## config.mk

```make
export PLATFORM = sky130hd
export DESIGN_NAME = thor2022_commit_sched_flat
export DESIGN_NICKNAME = d
export VERILOG_FILES = /design/src/rtl/thor2022_commit_sched_if.sv /design/src/rtl/thor2022_commit_sched.sv /design/src/flat_wrapper.sv
export SDC_FILE = /design/constraint.sdc
export NUM_CORES = 1
export LEC_CHECK = 0
export CAP_MARGIN = 20
export CORE_ASPECT_RATIO = 1.25
export CORE_MARGIN = 2
export CORE_UTILIZATION = 49
export CTS_CLUSTER_SIZE = 16
export DETAILED_ROUTE_END_ITERATION = 7
export PLACE_DENSITY = 0.95
export SLEW_MARGIN = 10
export SYNTH_ARGS = -nofsm -noshare
export SYNTH_HDL_FRONTEND = slang
export SYNTH_SLANG_ARGS = --single-unit
```

## constraint.sdc

```tcl
create_clock -name clk -period 9.85 [get_ports clk]
set_clock_uncertainty 0.15 [all_clocks]
set_input_delay 0.985 -clock clk [delete_from_list [all_inputs] [get_ports clk]]
set_output_delay 0.985 -clock clk [all_outputs]
set_load 0.02 [all_outputs]
```

## src/rtl/thor2022_commit_sched_if.sv

```systemverilog
// Commit scheduler bus: REB status in, commit slots,
// exception handshake and retire bookkeeping out.
interface thor2022_commit_sched_if #(
  parameter int REB_ENTRIES = 8,
  parameter int CNT_W       = 16
);
  localparam int IW = $clog2(REB_ENTRIES);

  logic [REB_ENTRIES-1:0]   ent_v;
  logic [REB_ENTRIES-1:0]   ent_done;
  logic [REB_ENTRIES-1:0]   ent_exc;
  logic [REB_ENTRIES-1:0]   ent_rfwr;
  logic [6*REB_ENTRIES-1:0] ent_tgt;
  logic                     stall;
  logic                     exc_ack;

  logic                     commit0_v;
  logic [IW-1:0]            commit0_id;
  logic                     commit0_wr;
  logic [5:0]               commit0_tgt;
  logic                     commit1_v;
  logic [IW-1:0]            commit1_id;
  logic                     commit1_wr;
  logic [5:0]               commit1_tgt;
  logic [REB_ENTRIES-1:0]   retire_mask;
  logic [IW-1:0]            head;
  logic                     exc_req;
  logic [IW-1:0]            exc_id;
  logic [CNT_W-1:0]         retired_cnt;

  modport master (
    output ent_v, ent_done, ent_exc,
    output ent_rfwr, ent_tgt,
    output stall, exc_ack,
    input  commit0_v, commit0_id,
    input  commit0_wr, commit0_tgt,
    input  commit1_v, commit1_id,
    input  commit1_wr, commit1_tgt,
    input  retire_mask, head,
    input  exc_req, exc_id, retired_cnt
  );

  modport slave (
    input  ent_v, ent_done, ent_exc,
    input  ent_rfwr, ent_tgt,
    input  stall, exc_ack,
    output commit0_v, commit0_id,
    output commit0_wr, commit0_tgt,
    output commit1_v, commit1_id,
    output commit1_wr, commit1_tgt,
    output retire_mask, head,
    output exc_req, exc_id, retired_cnt
  );
endinterface

```

## src/rtl/thor2022_commit_sched.sv

```systemverilog
// In-order REB commit scheduler: two retire slots per
// clock, exceptions serialised through req/ack.
module thor2022_commit_sched #(
  parameter int REB_ENTRIES = 8,
  parameter int CNT_W       = 16
) (
  input logic clk,
  input logic rst,
  thor2022_commit_sched_if.slave bus
);
  localparam int IW = $clog2(REB_ENTRIES);

  typedef enum logic [1:0] {
    RUN   = 2'd0,
    EXC   = 2'd1,
    FLUSH = 2'd2
  } state_t;

  state_t state;

  logic [IW-1:0]          hd;
  logic [IW-1:0]          h1;
  logic [5:0]             t0;
  logic [5:0]             t1;
  logic                   run;
  logic                   rdy0;
  logic                   ok0;
  logic                   ok1;
  logic                   go_exc;
  logic                   wr0;
  logic                   wr1;
  logic [1:0]             n;
  logic [REB_ENTRIES-1:0] hot0;
  logic [REB_ENTRIES-1:0] mask;

  assign hd = bus.head;

  always_comb begin
    h1     = hd + IW'(1);
    t0     = bus.ent_tgt[hd*6 +: 6];
    t1     = bus.ent_tgt[h1*6 +: 6];
    run    = (state == RUN) && !bus.stall;
    rdy0   = bus.ent_v[hd] && bus.ent_done[hd];
    ok0    = run && rdy0 && !bus.ent_exc[hd];
    go_exc = run && rdy0 && bus.ent_exc[hd];
    ok1    = ok0 && bus.ent_v[h1]
          && bus.ent_done[h1] && !bus.ent_exc[h1];
    wr0    = bus.ent_rfwr[hd] && (t0 != 6'd0);
    wr1    = bus.ent_rfwr[h1] && (t1 != 6'd0);
    // younger write wins when both slots hit one register
    if (ok1 && wr0 && wr1 && (t0 == t1))
      wr0 = 1'b0;
    n = ok1 ? 2'd2 : (ok0 ? 2'd1 : 2'd0);
    hot0     = '0;
    hot0[hd] = 1'b1;
    mask     = '0;
    if (ok0) mask[hd] = 1'b1;
    if (ok1) mask[h1] = 1'b1;
  end

  always_ff @(posedge clk or posedge rst) begin
    if (rst) begin
      state           <= RUN;
      bus.commit0_v   <= 1'b0;
      bus.commit0_id  <= '0;
      bus.commit0_wr  <= 1'b0;
      bus.commit0_tgt <= '0;
      bus.commit1_v   <= 1'b0;
      bus.commit1_id  <= '0;
      bus.commit1_wr  <= 1'b0;
      bus.commit1_tgt <= '0;
      bus.retire_mask <= '0;
      bus.head        <= '0;
      bus.exc_req     <= 1'b0;
      bus.exc_id      <= '0;
      bus.retired_cnt <= '0;
    end else begin
      bus.commit0_v   <= 1'b0;
      bus.commit0_id  <= '0;
      bus.commit0_wr  <= 1'b0;
      bus.commit0_tgt <= '0;
      bus.commit1_v   <= 1'b0;
      bus.commit1_id  <= '0;
      bus.commit1_wr  <= 1'b0;
      bus.commit1_tgt <= '0;
      bus.retire_mask <= '0;
      unique case (state)
        RUN: begin
          if (ok0) begin
            bus.commit0_v   <= 1'b1;
            bus.commit0_id  <= hd;
            bus.commit0_wr  <= wr0;
            bus.commit0_tgt <= t0;
            if (ok1) begin
              bus.commit1_v   <= 1'b1;
              bus.commit1_id  <= h1;
              bus.commit1_wr  <= wr1;
              bus.commit1_tgt <= t1;
            end
            bus.retire_mask <= mask;
            bus.head        <= hd + IW'(n);
            bus.retired_cnt <= bus.retired_cnt
                             + CNT_W'(n);
          end else if (go_exc) begin
            state       <= EXC;
            bus.exc_req <= 1'b1;
            bus.exc_id  <= hd;
          end
        end
        EXC: begin
          if (bus.exc_ack) begin
            state       <= FLUSH;
            bus.exc_req <= 1'b0;
          end
        end
        FLUSH: begin
          // retire the faulting entry without a write
          bus.commit0_v   <= 1'b1;
          bus.commit0_id  <= hd;
          bus.commit0_tgt <= t0;
          bus.retire_mask <= hot0;
          bus.head        <= h1;
          bus.retired_cnt <= bus.retired_cnt
                           + CNT_W'(1);
          state           <= RUN;
        end
        default: state <= RUN;
      endcase
    end
  end
endmodule

```

## src/flat_wrapper.sv

```systemverilog
// flat-port wrapper written by rule: the top's interface ports become plain ports
module thor2022_commit_sched_flat 
#(
  parameter int REB_ENTRIES = 8,
  parameter int CNT_W       = 16
)
  (clk, rst, bus_ent_v, bus_ent_done, bus_ent_exc, bus_ent_rfwr, bus_ent_tgt, bus_stall, bus_exc_ack, bus_commit0_v, bus_commit0_id, bus_commit0_wr, bus_commit0_tgt, bus_commit1_v, bus_commit1_id, bus_commit1_wr, bus_commit1_tgt, bus_retire_mask, bus_head, bus_exc_req, bus_exc_id, bus_retired_cnt);
  thor2022_commit_sched_if #(.REB_ENTRIES(REB_ENTRIES), .CNT_W(CNT_W)) bus_i ();
  input logic clk;
  input logic rst;
  input wire logic [$bits(bus_i.ent_v)-1:0] bus_ent_v;
  input wire logic [$bits(bus_i.ent_done)-1:0] bus_ent_done;
  input wire logic [$bits(bus_i.ent_exc)-1:0] bus_ent_exc;
  input wire logic [$bits(bus_i.ent_rfwr)-1:0] bus_ent_rfwr;
  input wire logic [$bits(bus_i.ent_tgt)-1:0] bus_ent_tgt;
  input wire logic [$bits(bus_i.stall)-1:0] bus_stall;
  input wire logic [$bits(bus_i.exc_ack)-1:0] bus_exc_ack;
  output wire logic [$bits(bus_i.commit0_v)-1:0] bus_commit0_v;
  output wire logic [$bits(bus_i.commit0_id)-1:0] bus_commit0_id;
  output wire logic [$bits(bus_i.commit0_wr)-1:0] bus_commit0_wr;
  output wire logic [$bits(bus_i.commit0_tgt)-1:0] bus_commit0_tgt;
  output wire logic [$bits(bus_i.commit1_v)-1:0] bus_commit1_v;
  output wire logic [$bits(bus_i.commit1_id)-1:0] bus_commit1_id;
  output wire logic [$bits(bus_i.commit1_wr)-1:0] bus_commit1_wr;
  output wire logic [$bits(bus_i.commit1_tgt)-1:0] bus_commit1_tgt;
  output wire logic [$bits(bus_i.retire_mask)-1:0] bus_retire_mask;
  output wire logic [$bits(bus_i.head)-1:0] bus_head;
  output wire logic [$bits(bus_i.exc_req)-1:0] bus_exc_req;
  output wire logic [$bits(bus_i.exc_id)-1:0] bus_exc_id;
  output wire logic [$bits(bus_i.retired_cnt)-1:0] bus_retired_cnt;
  assign bus_i.ent_v = bus_ent_v;
  assign bus_i.ent_done = bus_ent_done;
  assign bus_i.ent_exc = bus_ent_exc;
  assign bus_i.ent_rfwr = bus_ent_rfwr;
  assign bus_i.ent_tgt = bus_ent_tgt;
  assign bus_i.stall = bus_stall;
  assign bus_i.exc_ack = bus_exc_ack;
  assign bus_commit0_v = bus_i.commit0_v;
  assign bus_commit0_id = bus_i.commit0_id;
  assign bus_commit0_wr = bus_i.commit0_wr;
  assign bus_commit0_tgt = bus_i.commit0_tgt;
  assign bus_commit1_v = bus_i.commit1_v;
  assign bus_commit1_id = bus_i.commit1_id;
  assign bus_commit1_wr = bus_i.commit1_wr;
  assign bus_commit1_tgt = bus_i.commit1_tgt;
  assign bus_retire_mask = bus_i.retire_mask;
  assign bus_head = bus_i.head;
  assign bus_exc_req = bus_i.exc_req;
  assign bus_exc_id = bus_i.exc_id;
  assign bus_retired_cnt = bus_i.retired_cnt;
  thor2022_commit_sched #(.REB_ENTRIES(REB_ENTRIES), .CNT_W(CNT_W)) u_core (.clk(clk), .rst(rst), .bus(bus_i));
endmodule
```

==> impl_metrics.prom, run 1 <==
# TYPE chip_impl_metric gauge
chip_impl_metric{name="rows",unit=""} 35
chip_impl_metric{name="design.die.area",unit="µm²"} 8280
chip_impl_info{name="synth_flop_cell",value="dfrtp_1"} 1
chip_impl_metric{name="antenna_found_initial",unit=""} 0
chip_impl_metric{name="worstHoldPathCells",unit=""} 1
chip_impl_info{name="root_buffer",value="clkbuf_8"} 1
chip_impl_metric{name="tns",unit="ns"} 0
chip_impl_metric{name="dr_wl_met2",unit="µm"} 6048
chip_impl_metric{name="postRouteWirelength",unit="µm"} 11940
chip_impl_metric{name="vias_in_the_first_global_route",unit=""} 3781
chip_impl_metric{name="hold_violations",unit=""} 0
chip_impl_metric{name="routed_wire_length_per_instance",unit="µm"} 18.77
chip_impl_metric{name="final.setup.worst_slack",unit="ns"} 5.010
chip_impl_metric{name="multiInputGateArea",unit="µm²"} 2138
chip_impl_metric{name="area_used_by_sequential_logic_in_the_layout",unit="µm²"} 1378
chip_impl_info{name="synth_area_leader_cell",value="dfrtp_1"} 1
chip_impl_info{name="grt_setup_unrepaired",value="false"} 1
chip_impl_metric{name="r2r_cells",unit=""} 11
chip_impl_metric{name="synth_enable_flop_cells",unit=""} 0
chip_impl_metric{name="placer_congestion",unit=""} 0.9403
chip_impl_metric{name="p_leak",unit="nW"} 2.157
chip_impl_metric{name="overall_routing_resource_usage",unit="%"} 28.82
chip_impl_metric{name="period_needed",unit="ns"} 4.840
chip_impl_metric{name="fillers",unit=""} 557
chip_impl_metric{name="timing.hold.ws",unit="ns"} 0.3341
chip_impl_metric{name="timing.critical_path.slowest_cell_delay",unit="ns"} 0.59
chip_impl_metric{name="finish.net_count",unit=""} 633
chip_impl_info{name="top_routing_layer_in_use",value="met4"} 1
chip_impl_metric{name="wl_met3",unit="µm"} 1164
chip_impl_metric{name="comb_power_share",unit="%"} 65.1
chip_impl_metric{name="clkSlewWorstSetupHoldPaths",unit="ns"} 0.09
chip_impl_metric{name="mapped_nets",unit=""} 514
chip_impl_metric{name="die-width",unit="µm"} 81.79
chip_impl_metric{name="seq_power_share",unit="%"} 24.1
chip_impl_metric{name="dieHeight",unit="µm"} 101.2
chip_impl_metric{name="synth-async-reset-ratio",unit="%"} 100.0
chip_impl_metric{name="final_min_period_over_clock_period",unit="%"} 49.14
chip_impl_metric{name="reg2reg_setup_slack",unit="ns"} 5.01
chip_impl_metric{name="place.detailed.hpwl",unit="µm"} 8547
chip_impl_info{name="path_delay_family",value="simple AND/OR/NAND/NOR gates"} 1
chip_impl_metric{name="cts.htree.levels",unit=""} 2
chip_impl_metric{name="numClockSinks",unit=""} 55
chip_impl_metric{name="place.port_buffers",unit=""} 136
chip_impl_metric{name="mappedNetlistArea",unit="µm²"} 3706
chip_impl_metric{name="mean_cell_area_of_the_mapped_netlist",unit="µm²"} 8.741
chip_impl_info{name="crit-reg2reg-launch",value="u_core.bus.head[0]"} 1
chip_impl_metric{name="drt_drc_violations_left",unit=""} 0
chip_impl_metric{name="postCtsResizedCells",unit=""} 0
chip_impl_metric{name="detail_route.wirelength.met1",unit="µm"} 4258
chip_impl_metric{name="switching_share",unit="%"} 48.56
chip_impl_info{name="worstSetupPathType",value="reg2reg"} 1
chip_impl_metric{name="boundaryPins",unit=""} 137
chip_impl_metric{name="tightest_slew",unit="ns"} 1.068
chip_impl_metric{name="power.switching",unit="W"} 0.0005967
chip_impl_info{name="regToRegEndpoint",value="u_core.bus.head[1]"} 1
chip_impl_metric{name="count_of_routing_violations_after_the_opening_detailed_route_iteration",unit=""} 474
chip_impl_metric{name="grt_pass1_wl",unit="µm"} 18450
chip_impl_info{name="worst_hold_path.endpoint",value="u_core.bus.retired_cnt[15]"} 1
chip_impl_metric{name="cts-buffers-inserted",unit=""} 5
chip_impl_info{name="path_cells",value="buf_4, inv_1, a2111oi_0, a311oi_1, or3_4, nor3_2, inv_2, fa_1, nor3_1, a21oi_1, a221oi_1"} 1
chip_impl_metric{name="grt_start_max_net_pins",unit=""} 58
chip_impl_metric{name="max-slew-margin-rel",unit="%"} 28.77
chip_impl_info{name="run_status",value="completed"} 1
chip_impl_metric{name="insertedDiodeCount",unit=""} 0
chip_impl_metric{name="ys_ff_latch",unit=""} 55
chip_impl_metric{name="synth_largest_type_area_fraction",unit="%"} 37.14
chip_impl_info{name="cts_tree",value="yes"} 1
chip_impl_info{name="min-delay-path-class",value="reg2reg"} 1
chip_impl_info{name="critical_path.startpoint_type",value="flop"} 1
chip_impl_metric{name="drt_pass1_iterations",unit=""} 6
chip_impl_metric{name="final-max-slew-violation-count",unit=""} 0
chip_impl_metric{name="ys_types",unit=""} 59
chip_impl_metric{name="detailroute.via_count",unit=""} 4026
chip_impl_metric{name="clock.fmax",unit="GHz"} 0.2066
chip_impl_metric{name="ys_seq_area_share",unit="%"} 37.14
chip_impl_metric{name="core_area",unit="µm²"} 7357
chip_impl_info{name="hold_path_startpoint",value="u_core.bus.retired_cnt[15]"} 1
chip_impl_metric{name="dpl_worst_slack",unit="ns"} 5.144
chip_impl_metric{name="final-setup-viol-count",unit=""} 0
chip_impl_metric{name="power",unit="W"} 0.001229
chip_impl_info{name="worst_setup_path_end_kind",value="flop"} 1
chip_impl_metric{name="worstPathArrival",unit="ns"} 4.89
chip_impl_metric{name="worstPathRequired",unit="ns"} 9.90
chip_impl_info{name="cp_slowest_cell",value="nor3_2"} 1
chip_impl_metric{name="timing.critical_path.buf_inv",unit=""} 3
chip_impl_metric{name="p_int",unit="W"} 0.0006321
chip_impl_metric{name="post-cts-setup-buffer-count",unit=""} 0
chip_impl_metric{name="cts-hold-fix-buffers",unit=""} 0
chip_impl_metric{name="worst-path-max-fanout",unit=""} 57
chip_impl_metric{name="power.density_cell_area",unit="nW/µm²"} 236.1
chip_impl_metric{name="worstSkewPairLatency",unit="ns"} 0.31
chip_impl_metric{name="ant_nets",unit=""} 0
chip_impl_info{name="ys_top_cells_by_area",value="dfrtp_1, nand2_1, mux2i_1"} 1
chip_impl_metric{name="vdd.ir_drop.worst",unit="mV"} 0.1116
chip_impl_metric{name="max_cap_check_violation_count",unit=""} 0
chip_impl_metric{name="grt-ovfl-total",unit=""} 0
chip_impl_metric{name="starting_density_of_the_core",unit="%"} 50.37
chip_impl_metric{name="ratio_of_cells_with_drive_above_1_in_the_final_layout",unit="%"} 7.721
chip_impl_metric{name="p_clk_share",unit="%"} 10.8
chip_impl_metric{name="cts-root-to-sink-buffers",unit=""} 2
chip_impl_metric{name="detail_route.vias_per_cell",unit=""} 6.330
chip_impl_metric{name="synthesis.yosys.warnings",unit=""} 0
chip_impl_metric{name="syn_inst",unit=""} 424
chip_impl_metric{name="area_delta_synth_final",unit="%"} 40.41
[logic make-up (layout without fill, tap and decap cells)]
kind of cell	Yosys count	in the layout	share of synthesized area [%]
simple gates	191	191	25.83
compound gates	70	70	13.77
buf+inv	49	169	5.874
xor+xnor	23	23	5.436
mux	30	30	9.520
flops	55	55	37.14
fa+ha+maj	6	6	2.431
[area by class of cell]
cell class / instances / area share, %
multi-input combinational: 320 / 41.09
clock buffer: 6 / 1.587
timing repair buffer: 141 / 26.88
tap: 92 / 2.212
inverter: 20 / 1.443
clock inverter: 2 / 0.3126
sequential: 55 / 26.47
[metrics by stage]
stage | area (µm²) | instances | utilization, %
CTS | 5192 | 636 | 70.58
global placement | 5094 | 628 | 69.23
detailed placement | 5094 | 628 | 69.23
global route | 5204 | 636 | 70.73
finish | 5204 | 636 | 70.73
floorplan | 3706 | 424 | -
[synthesized netlist by cell type, types with 2 or more instances]
cell,count
mux2_2,8
a211oi_1,2
a31o_2,5
fa_1,2
and3_1,4
nor3_1,13
dfrtp_1,55
xor2_1,15
buf_1,6
nor2_1,33
a221oi_1,8
nor2b_1,12
ha_1,4
a22oi_1,5
o311ai_0,2
nand3_1,32
nand3b_1,2
a41oi_1,2
nor4_1,7
nand4b_1,5
o31ai_1,2
a21oi_1,14
a31oi_1,3
inv_1,19
buf_2,6
and2_1,2
xnor2_1,8
buf_6,3
o21ai_0,10
a32oi_1,3
or3_1,2
clkbuf_1,13
mux4_2,3
mux2i_1,18
nor4_2,3
a21o_1,2
nand2_1,60
nand4_1,10
[power groups by stage]
stage	Combinational [W]	Clock, W	Sequential [W]
5_1_grt	0.000848	0.000142	0.000300
6_report	0.000800	0.000133	0.000296
3_3_place_gp	0.000747	0	0.000297
4_1_cts	0.000774	0.000135	0.000295
3_5_place_dp	0.000769	0	0.000298
2_1_floorplan	0.000487	0	0.000341
[worst max path at each step]
stage	startpoint	to	slack (ns)	depth (start not counted)
floorplan	bus_ent_exc[0]	u_core.bus.head[1]	6.12	11
global placement	u_core.bus.head[0]	u_core.bus.retired_cnt[6]	5.34	12
detailed placement	u_core.bus.head[0]	u_core.bus.retired_cnt[6]	5.14	12
CTS	u_core.bus.head[0]	u_core.bus.retired_cnt[6]	5.13	12
global route	u_core.bus.head[0]	u_core.bus.head[1]	4.89	11
finish	u_core.bus.head[0]	u_core.bus.head[1]	5.01	11
[per-layer routing]
layer	vias up	track usage [%]
li1	1759	-
met1	1862	35.99
met2	343	48.41
met3	62	4.100
met4	0	14.10
met5	-	0
[worst reg2reg max path: stages, from the launching register on]
cell and delay (ns):
dfrtp_2 0.40, buf_4 0.53, inv_1 0.52, a2111oi_0 0.56
a311oi_1 0.14, or3_4 0.49, nor3_2 0.59, inv_2 0.26
fa_1 0.52, nor3_1 0.22, a21oi_1 0.07, a221oi_1 0.30
[layout by cell type (no fill, tap or decap), types with 3 or more instances in the layout]
| master | n |
|---|---|
| a21oi_1 | 14 |
| a221oi_1 | 8 |
| a22oi_1 | 5 |
| a31o_2 | 5 |
| a31oi_1 | 3 |
| a32oi_1 | 3 |
| and3_1 | 4 |
| buf_4 | 5 |
| clkbuf_8 | 6 |
| clkdlybuf4s50_1 | 136 |
| dfrtp_1 | 54 |
| ha_1 | 4 |
| inv_1 | 18 |
| mux2_2 | 8 |
| mux2i_1 | 18 |
| mux4_2 | 3 |
| nand2_1 | 60 |
| nand3_1 | 32 |
| nand4_1 | 10 |
| nand4b_1 | 5 |
| nor2_1 | 33 |
| nor2b_1 | 12 |
| nor3_1 | 13 |
| nor4_1 | 7 |
| nor4_2 | 3 |
| o21ai_0 | 10 |
| xnor2_1 | 7 |
| xor2_1 | 14 |
[state kept, by name, summed over array words and instances (netlist names)]
register	cells
u_core.bus.commit0_id	3
u_core.bus.commit0_tgt	6
u_core.bus.commit0_v	1
u_core.bus.commit0_wr	1
u_core.bus.commit1_id	3
u_core.bus.commit1_tgt	6
u_core.bus.commit1_v	1
u_core.bus.commit1_wr	1
u_core.bus.exc_id	3
u_core.bus.exc_req	1
u_core.bus.head	3
u_core.bus.retire_mask	8
u_core.bus.retired_cnt	16
u_core.state	2
No activity file was read; power rests on OpenSTA's default activity.
==> run 2: changes to the inputs <==
Settings changed: CORE_UTILIZATION 49 to 45, PLACE_DENSITY 0.95 to 0.91.
Clock period 9.85 ns to 4.8 ns, I/O delays scaled along.
==> impl_metrics.prom, run 2 (synthesis results as in run 1) <==
# TYPE chip_impl_metric gauge
chip_impl_metric{name="boundaryPins",unit=""} 137
chip_impl_metric{name="vias_in_the_first_global_route",unit=""} 3922
chip_impl_metric{name="layout.cells.non_filler",unit=""} 646
chip_impl_metric{name="starting_density_of_the_core",unit="%"} 45.75
chip_impl_metric{name="max-slew-margin-rel",unit="%"} 49.44
chip_impl_info{name="run_status",value="completed"} 1
chip_impl_metric{name="grt_start_max_net_pins",unit=""} 56
chip_impl_metric{name="ratio_of_cells_with_drive_above_1_in_the_final_layout",unit="%"} 8.561
chip_impl_metric{name="final-setup-viol-count",unit=""} 0
chip_impl_metric{name="detailroute.via_count",unit=""} 3981
chip_impl_metric{name="antenna_found_initial",unit=""} 0
chip_impl_metric{name="postCtsResizedCells",unit=""} 0
chip_impl_info{name="regToRegEndpoint",value="u_core.bus.retired_cnt[6]"} 1
chip_impl_metric{name="worstPathArrival",unit="ns"} 4.18
chip_impl_metric{name="overall_routing_resource_usage",unit="%"} 26.00
chip_impl_metric{name="routed_wire_length_per_instance",unit="µm"} 18.50
chip_impl_metric{name="fillers",unit=""} 622
chip_impl_metric{name="cts-hold-fix-buffers",unit=""} 0
chip_impl_metric{name="final-max-slew-violation-count",unit=""} 0
chip_impl_metric{name="cell_area_after_layout",unit="µm²"} 5229
chip_impl_info{name="critical_path.startpoint_type",value="flop"} 1
chip_impl_metric{name="power.density_cell_area",unit="nW/µm²"} 479.9
chip_impl_metric{name="final.setup.worst_slack",unit="ns"} 0.7124
chip_impl_metric{name="area_delta_synth_final",unit="%"} 41.09
chip_impl_info{name="cp-startpoint",value="u_core.bus.head[2]"} 1
chip_impl_metric{name="hold_violations",unit=""} 0
chip_impl_info{name="layout.cells.most_common",value="clkdlybuf4s50_1"} 1
chip_impl_metric{name="count_of_routing_violations_after_the_opening_detailed_route_iteration",unit=""} 445
chip_impl_metric{name="core_area",unit="µm²"} 8102
chip_impl_metric{name="drt_drc_violations_left",unit=""} 0
chip_impl_metric{name="clock.fmax",unit="GHz"} 0.2446
chip_impl_metric{name="area_used_by_sequential_logic_in_the_layout",unit="µm²"} 1378
chip_impl_metric{name="grt_pass1_wl",unit="µm"} 18950
chip_impl_metric{name="rows",unit=""} 37
chip_impl_metric{name="worstPathRequired",unit="ns"} 4.89
chip_impl_metric{name="reg2reg_setup_slack",unit="ns"} 0.71
chip_impl_metric{name="cts-buffers-inserted",unit=""} 5
chip_impl_metric{name="numClockSinks",unit=""} 55
chip_impl_metric{name="multiInputGateArea",unit="µm²"} 2127
chip_impl_metric{name="place.detailed.hpwl",unit="µm"} 9127
chip_impl_metric{name="placed_cell_area",unit="µm²"} 5137
chip_impl_metric{name="worst-path-max-fanout",unit=""} 19
chip_impl_metric{name="design.die.area",unit="µm²"} 8982
chip_impl_metric{name="place.port_buffers",unit=""} 136
chip_impl_metric{name="clkSlewWorstSetupHoldPaths",unit="ns"} 0.11
chip_impl_metric{name="insertedDiodeCount",unit=""} 0
chip_impl_metric{name="timing.hold.ws",unit="ns"} 0.3369
chip_impl_metric{name="postRouteWirelength",unit="µm"} 11950
chip_impl_metric{name="grt-ovfl-total",unit=""} 0
chip_impl_metric{name="placer_congestion",unit=""} 0.9693
chip_impl_metric{name="max_cap_check_violation_count",unit=""} 0
chip_impl_metric{name="largest_reg_flops",unit=""} 16
chip_impl_metric{name="worstSkewPairLatency",unit="ns"} 0.31
chip_impl_metric{name="cts.htree.levels",unit=""} 2
chip_impl_metric{name="final_min_period_over_clock_period",unit="%"} 85.16
chip_impl_info{name="min-delay-path-class",value="reg2reg"} 1
chip_impl_metric{name="detail_route.vias_per_cell",unit=""} 6.163
chip_impl_info{name="reg.largest.list",value="u_core.bus.retired_cnt: 16 flops, u_core.bus.retire_mask: 8 flops"} 1
chip_impl_metric{name="r2r_cells",unit=""} 9
chip_impl_info{name="crit-reg2reg-launch",value="u_core.bus.head[2]"} 1
chip_impl_metric{name="post-cts-setup-buffer-count",unit=""} 0
chip_impl_metric{name="drt_pass1_iterations",unit=""} 7
chip_impl_metric{name="finish.net_count",unit=""} 638
chip_impl_metric{name="period_needed",unit="ns"} 4.088
chip_impl_metric{name="p_leak",unit="nW"} 2.180
chip_impl_metric{name="worstHoldPathCells",unit=""} 1
chip_impl_metric{name="tns",unit="ns"} 0
chip_impl_info{name="top_library_cells_by_usage_in_the_layout_fill_and_taps_aside",value="clkdlybuf4s50_1, nand2_1, dfrtp_1, nor2_1, nand3_1"} 1
chip_impl_metric{name="ant_nets",unit=""} 0
chip_impl_metric{name="cts-root-to-sink-buffers",unit=""} 2
chip_impl_info{name="cts_tree",value="yes"} 1
chip_impl_info{name="root_buffer",value="clkbuf_8"} 1
chip_impl_metric{name="placedCellCount",unit=""} 638
chip_impl_info{name="cp-endpoint",value="u_core.bus.retired_cnt[6]"} 1
chip_impl_metric{name="die-width",unit="µm"} 85.17
chip_impl_metric{name="tightest_slew",unit="ns"} 0.7486
chip_impl_info{name="registers.top_by_ff_count",value="u_core.bus.retired_cnt"} 1
chip_impl_info{name="grt_setup_unrepaired",value="false"} 1
chip_impl_info{name="worst_setup_path_end_kind",value="flop"} 1
chip_impl_metric{name="vdd.ir_drop.worst",unit="mV"} 0.2633
chip_impl_info{name="worstSetupPathType",value="reg2reg"} 1
chip_impl_metric{name="dieHeight",unit="µm"} 105.5
chip_impl_metric{name="dpl_worst_slack",unit="ns"} 0.7156
## run 2: changes by cell type in the layout (fill, tap and decap cells not counted), sizes merged
| cell | previous run | this run |
|---|---|---|
| clkbuf | 6 | 5 |
| inv | 20 | 21 |
| buf | 5 | 10 |
| clkinvlp | 1 | 0 |
| clkinv | 1 | 2 |
## run 2: final cells by class
| cell class | count | area share (%) |
|---|---|---|
| multi-input cells | 320 | 40.68 |
| well taps | 97 | 2.321 |
| flip-flops and latches | 55 | 26.35 |
| clock buffers | 5 | 1.316 |
| inverters | 20 | 1.436 |
| repair buffers | 146 | 27.47 |
| clock inverters | 3 | 0.4307 |
## run 2: power by group
part           switching [W]  internal, W
Clock               0.000150     0.000105
Sequential         0.0000969     0.000547
Combinational       0.000965     0.000646
Total                0.00121      0.00130
## run 2: per-layer routing
metal | routed length (µm) | GRT usage [%]
met4 | 487 | 12.59
met2 | 6009 | 44.53
met1 | 4415 | 32.69
met5 | 0 | 0
met3 | 1039 | 2.271
## run 2: stage by stage
step,power (W),util [%]
finish,0.002509,64.54
global route,0.002653,64.54
CTS,0.002471,64.54
detailed placement,0.002218,63.41
global placement,0.002160,63.41
floorplan,0.001699,-
## run 2: worst min path at each step
| stage | start | endpoint | slack, ns |
|---|---|---|---|
| global route | u_core.bus.retired_cnt[15] | u_core.bus.retired_cnt[15] | 0.37 |
| global placement | u_core.bus.retired_cnt[15] | u_core.bus.retired_cnt[15] | 0.32 |
| finish | u_core.bus.retired_cnt[15] | u_core.bus.retired_cnt[15] | 0.34 |
| floorplan | u_core.bus.retired_cnt[15] | u_core.bus.retired_cnt[15] | 0.43 |
| detailed placement | u_core.bus.retired_cnt[15] | u_core.bus.retired_cnt[15] | 0.32 |
| CTS | u_core.bus.retired_cnt[15] | u_core.bus.retired_cnt[15] | 0.34 |
## run 2: critical path: stages, from the launching register on
cell and delay [ns]:
dfrtp_1 0.73, inv_1 0.37, a2111oi_0 0.37, a311oi_1 0.11
or3_4 0.45, nor3_2 0.53, inv_1 0.13, fa_1 0.56
nor4b_1 0.42, xor2_1 0.19
==> run 3: changes to the inputs <==
Clock period 4.8 ns to 4.33 ns, I/O delays scaled along.
==> impl_metrics.prom, run 3 (synthesis results as in run 1) <==
# TYPE chip_impl_metric gauge
chip_impl_metric{name="dpl_worst_slack",unit="ns"} 0.5831
chip_impl_metric{name="boundaryPins",unit=""} 137
chip_impl_metric{name="tns",unit="ns"} 0
chip_impl_info{name="worstSetupPathType",value="reg2reg"} 1
chip_impl_metric{name="cts-hold-fix-buffers",unit=""} 0
chip_impl_metric{name="placer_congestion",unit=""} 0.9759
chip_impl_metric{name="vdd.ir_drop.worst",unit="mV"} 0.3344
chip_impl_info{name="reg.largest.list",value="u_core.bus.retired_cnt: 16 flops, u_core.bus.retire_mask: 8 flops"} 1
chip_impl_metric{name="final.setup.worst_slack",unit="ns"} 0.5249
chip_impl_info{name="registers.top_by_ff_count",value="u_core.bus.retired_cnt"} 1
chip_impl_metric{name="antenna_found_initial",unit=""} 0
chip_impl_info{name="critical_path.startpoint_type",value="flop"} 1
chip_impl_metric{name="grt_start_max_net_pins",unit=""} 39
chip_impl_metric{name="drt_pass1_iterations",unit=""} 5
chip_impl_metric{name="final-setup-viol-count",unit=""} 0
chip_impl_metric{name="post-cts-setup-buffer-count",unit=""} 0
chip_impl_metric{name="vias_in_the_first_global_route",unit=""} 3861
chip_impl_metric{name="max-slew-margin-rel",unit="%"} 51.56
chip_impl_metric{name="final_min_period_over_clock_period",unit="%"} 87.88
chip_impl_metric{name="timing.critical_path.slowest_cell_delay",unit="ns"} 0.74
chip_impl_info{name="top_library_cells_by_usage_in_the_layout_fill_and_taps_aside",value="clkdlybuf4s50_1, nand2_1, dfrtp_1, nor2_1, nand3_1"} 1
chip_impl_metric{name="worstSkewPairLatency",unit="ns"} 0.31
chip_impl_metric{name="power",unit="W"} 0.002808
chip_impl_metric{name="detail_route.vias_per_cell",unit=""} 6.077
chip_impl_metric{name="die-width",unit="µm"} 85.17
chip_impl_metric{name="worstPathRequired",unit="ns"} 4.37
chip_impl_metric{name="cts.htree.levels",unit=""} 2
chip_impl_info{name="layout.cells.most_common",value="clkdlybuf4s50_1"} 1
chip_impl_metric{name="grt-ovfl-total",unit=""} 0
chip_impl_info{name="run_status",value="completed"} 1
chip_impl_metric{name="ant_nets",unit=""} 0
chip_impl_metric{name="place.port_buffers",unit=""} 136
chip_impl_metric{name="clock.fmax",unit="GHz"} 0.2628
chip_impl_metric{name="place.detailed.hpwl",unit="µm"} 9352
chip_impl_metric{name="placedCellCount",unit=""} 642
chip_impl_info{name="cts_tree",value="yes"} 1
chip_impl_metric{name="design.die.area",unit="µm²"} 8982
chip_impl_metric{name="area_delta_synth_final",unit="%"} 41.93
chip_impl_metric{name="grt_pass1_wl",unit="µm"} 19160
chip_impl_metric{name="overall_routing_resource_usage",unit="%"} 26.51
chip_impl_info{name="cp_slowest_cell",value="dfrtp_1"} 1
chip_impl_metric{name="layout.cells.non_filler",unit=""} 650
chip_impl_metric{name="detailroute.via_count",unit=""} 3950
chip_impl_metric{name="drt_drc_violations_left",unit=""} 0
chip_impl_metric{name="starting_density_of_the_core",unit="%"} 45.75
chip_impl_metric{name="insertedDiodeCount",unit=""} 0
chip_impl_metric{name="routed_wire_length_per_instance",unit="µm"} 18.39
chip_impl_metric{name="cts-root-to-sink-buffers",unit=""} 2
chip_impl_metric{name="worstPathArrival",unit="ns"} 3.84
chip_impl_metric{name="period_needed",unit="ns"} 3.805
chip_impl_metric{name="ratio_of_cells_with_drive_above_1_in_the_final_layout",unit="%"} 9.222
chip_impl_metric{name="tightest_slew",unit="ns"} 0.7255
chip_impl_info{name="worst_setup_path_end_kind",value="flop"} 1
chip_impl_metric{name="rows",unit=""} 37
chip_impl_metric{name="core_area",unit="µm²"} 8102
chip_impl_info{name="grt_setup_unrepaired",value="false"} 1
chip_impl_metric{name="finish.net_count",unit=""} 642
chip_impl_metric{name="postCtsResizedCells",unit=""} 0
chip_impl_metric{name="hold_violations",unit=""} 0
chip_impl_metric{name="power.density_cell_area",unit="nW/µm²"} 533.8
chip_impl_metric{name="clkSlewWorstSetupHoldPaths",unit="ns"} 0.10
chip_impl_metric{name="cts-buffers-inserted",unit=""} 5
chip_impl_metric{name="p_leak",unit="nW"} 2.199
chip_impl_info{name="min-delay-path-class",value="reg2reg"} 1
chip_impl_metric{name="postRouteWirelength",unit="µm"} 11950
chip_impl_metric{name="final-max-slew-violation-count",unit=""} 0
chip_impl_metric{name="numClockSinks",unit=""} 55
chip_impl_info{name="root_buffer",value="clkbuf_8"} 1
chip_impl_metric{name="largest_reg_flops",unit=""} 16
chip_impl_metric{name="dieHeight",unit="µm"} 105.5
chip_impl_metric{name="worst-path-max-fanout",unit=""} 20
chip_impl_metric{name="reg2reg_setup_slack",unit="ns"} 0.52
chip_impl_metric{name="max_cap_check_violation_count",unit=""} 0
chip_impl_info{name="path_cells",value="inv_1, a2111oi_0, a311oi_1, or3_4, nor3_2, buf_4, ha_1, a21oi_1, nor4_1, xor2_1"} 1
chip_impl_metric{name="count_of_routing_violations_after_the_opening_detailed_route_iteration",unit=""} 409
==> run 3: cell types whose count changed in the layout (fill, tap and decap cells not counted), sizes merged <==
cell | previous run | this run
buf | 10 | 14
clkinv | 2 | 1
clkinvlp | 0 | 1
==> run 3: per-stage QoR <==
stage	utilization (%)	hold slack, ns	area, µm²
after floorplan	-	0.4277	3706
after global placement	63.78	0.3190	5167
after detailed placement	63.78	0.3117	5167
after CTS	64.93	0.3253	5260
after global routing	64.93	0.3419	5260
final	64.93	0.3246	5260
==> run 3: cell type report <==
class / count / area (µm²)
clock buffers: 5 / 68.82
clock inverters: 3 / 23.77
fillers: 655 / 2841
inverters: 20 / 75.07
multi-input cells: 320 / 2127
flip-flops and latches: 55 / 1378
well taps: 97 / 121.4
repair buffers: 150 / 1466
==> run 3: worst paths after layout <==
| check | cells past startpoint | end | start |
|---|---|---|---|
| worst max-delay path | 10 | u_core.bus.retired_cnt[7] | u_core.bus.head[2] |
| worst min-delay path | 1 | u_core.bus.retired_cnt[15] | u_core.bus.retired_cnt[15] |
| worst max register to register | 10 | u_core.bus.retired_cnt[7] | u_core.bus.head[2] |
| worst min register to register | 1 | u_core.bus.retired_cnt[15] | u_core.bus.retired_cnt[15] |
| max in group asynchronous | 3 | u_core.bus.head[0] | rst |
| min in group asynchronous | 2 | u_core.bus.commit0_tgt[3] | rst |
==> run 3: critical path: cells and delay by family (launching register included) <==
kind,cells,cell delay (ns)
AND/OR/NAND/NOR,3,0.83
AO/OA/AOI/OAI,3,1.04
flip-flops,1,0.74
adder cells (fa/ha/maj),1,0.24
buffers and inverters,2,0.50
XOR/XNOR,1,0.18
==> run 3: routing by layer <==
metal	share of wire, %	up-vias	GRT usage [%]	wire length, µm
met1	38	1888	33.57	4589
met3	7.2	43	2.428	862
li1	-	1782	-	-
met2	50	237	44.87	5994
met5	0	-	0	0
met4	4.2	0	13.27	507
==> run 3: power breakdown <==
group          internal (W)  leakage [nW]  switching, W
Clock              0.000117        0.0461      0.000170
Combinational      0.000737          1.42       0.00109
Sequential         0.000606         0.733     0.0000922
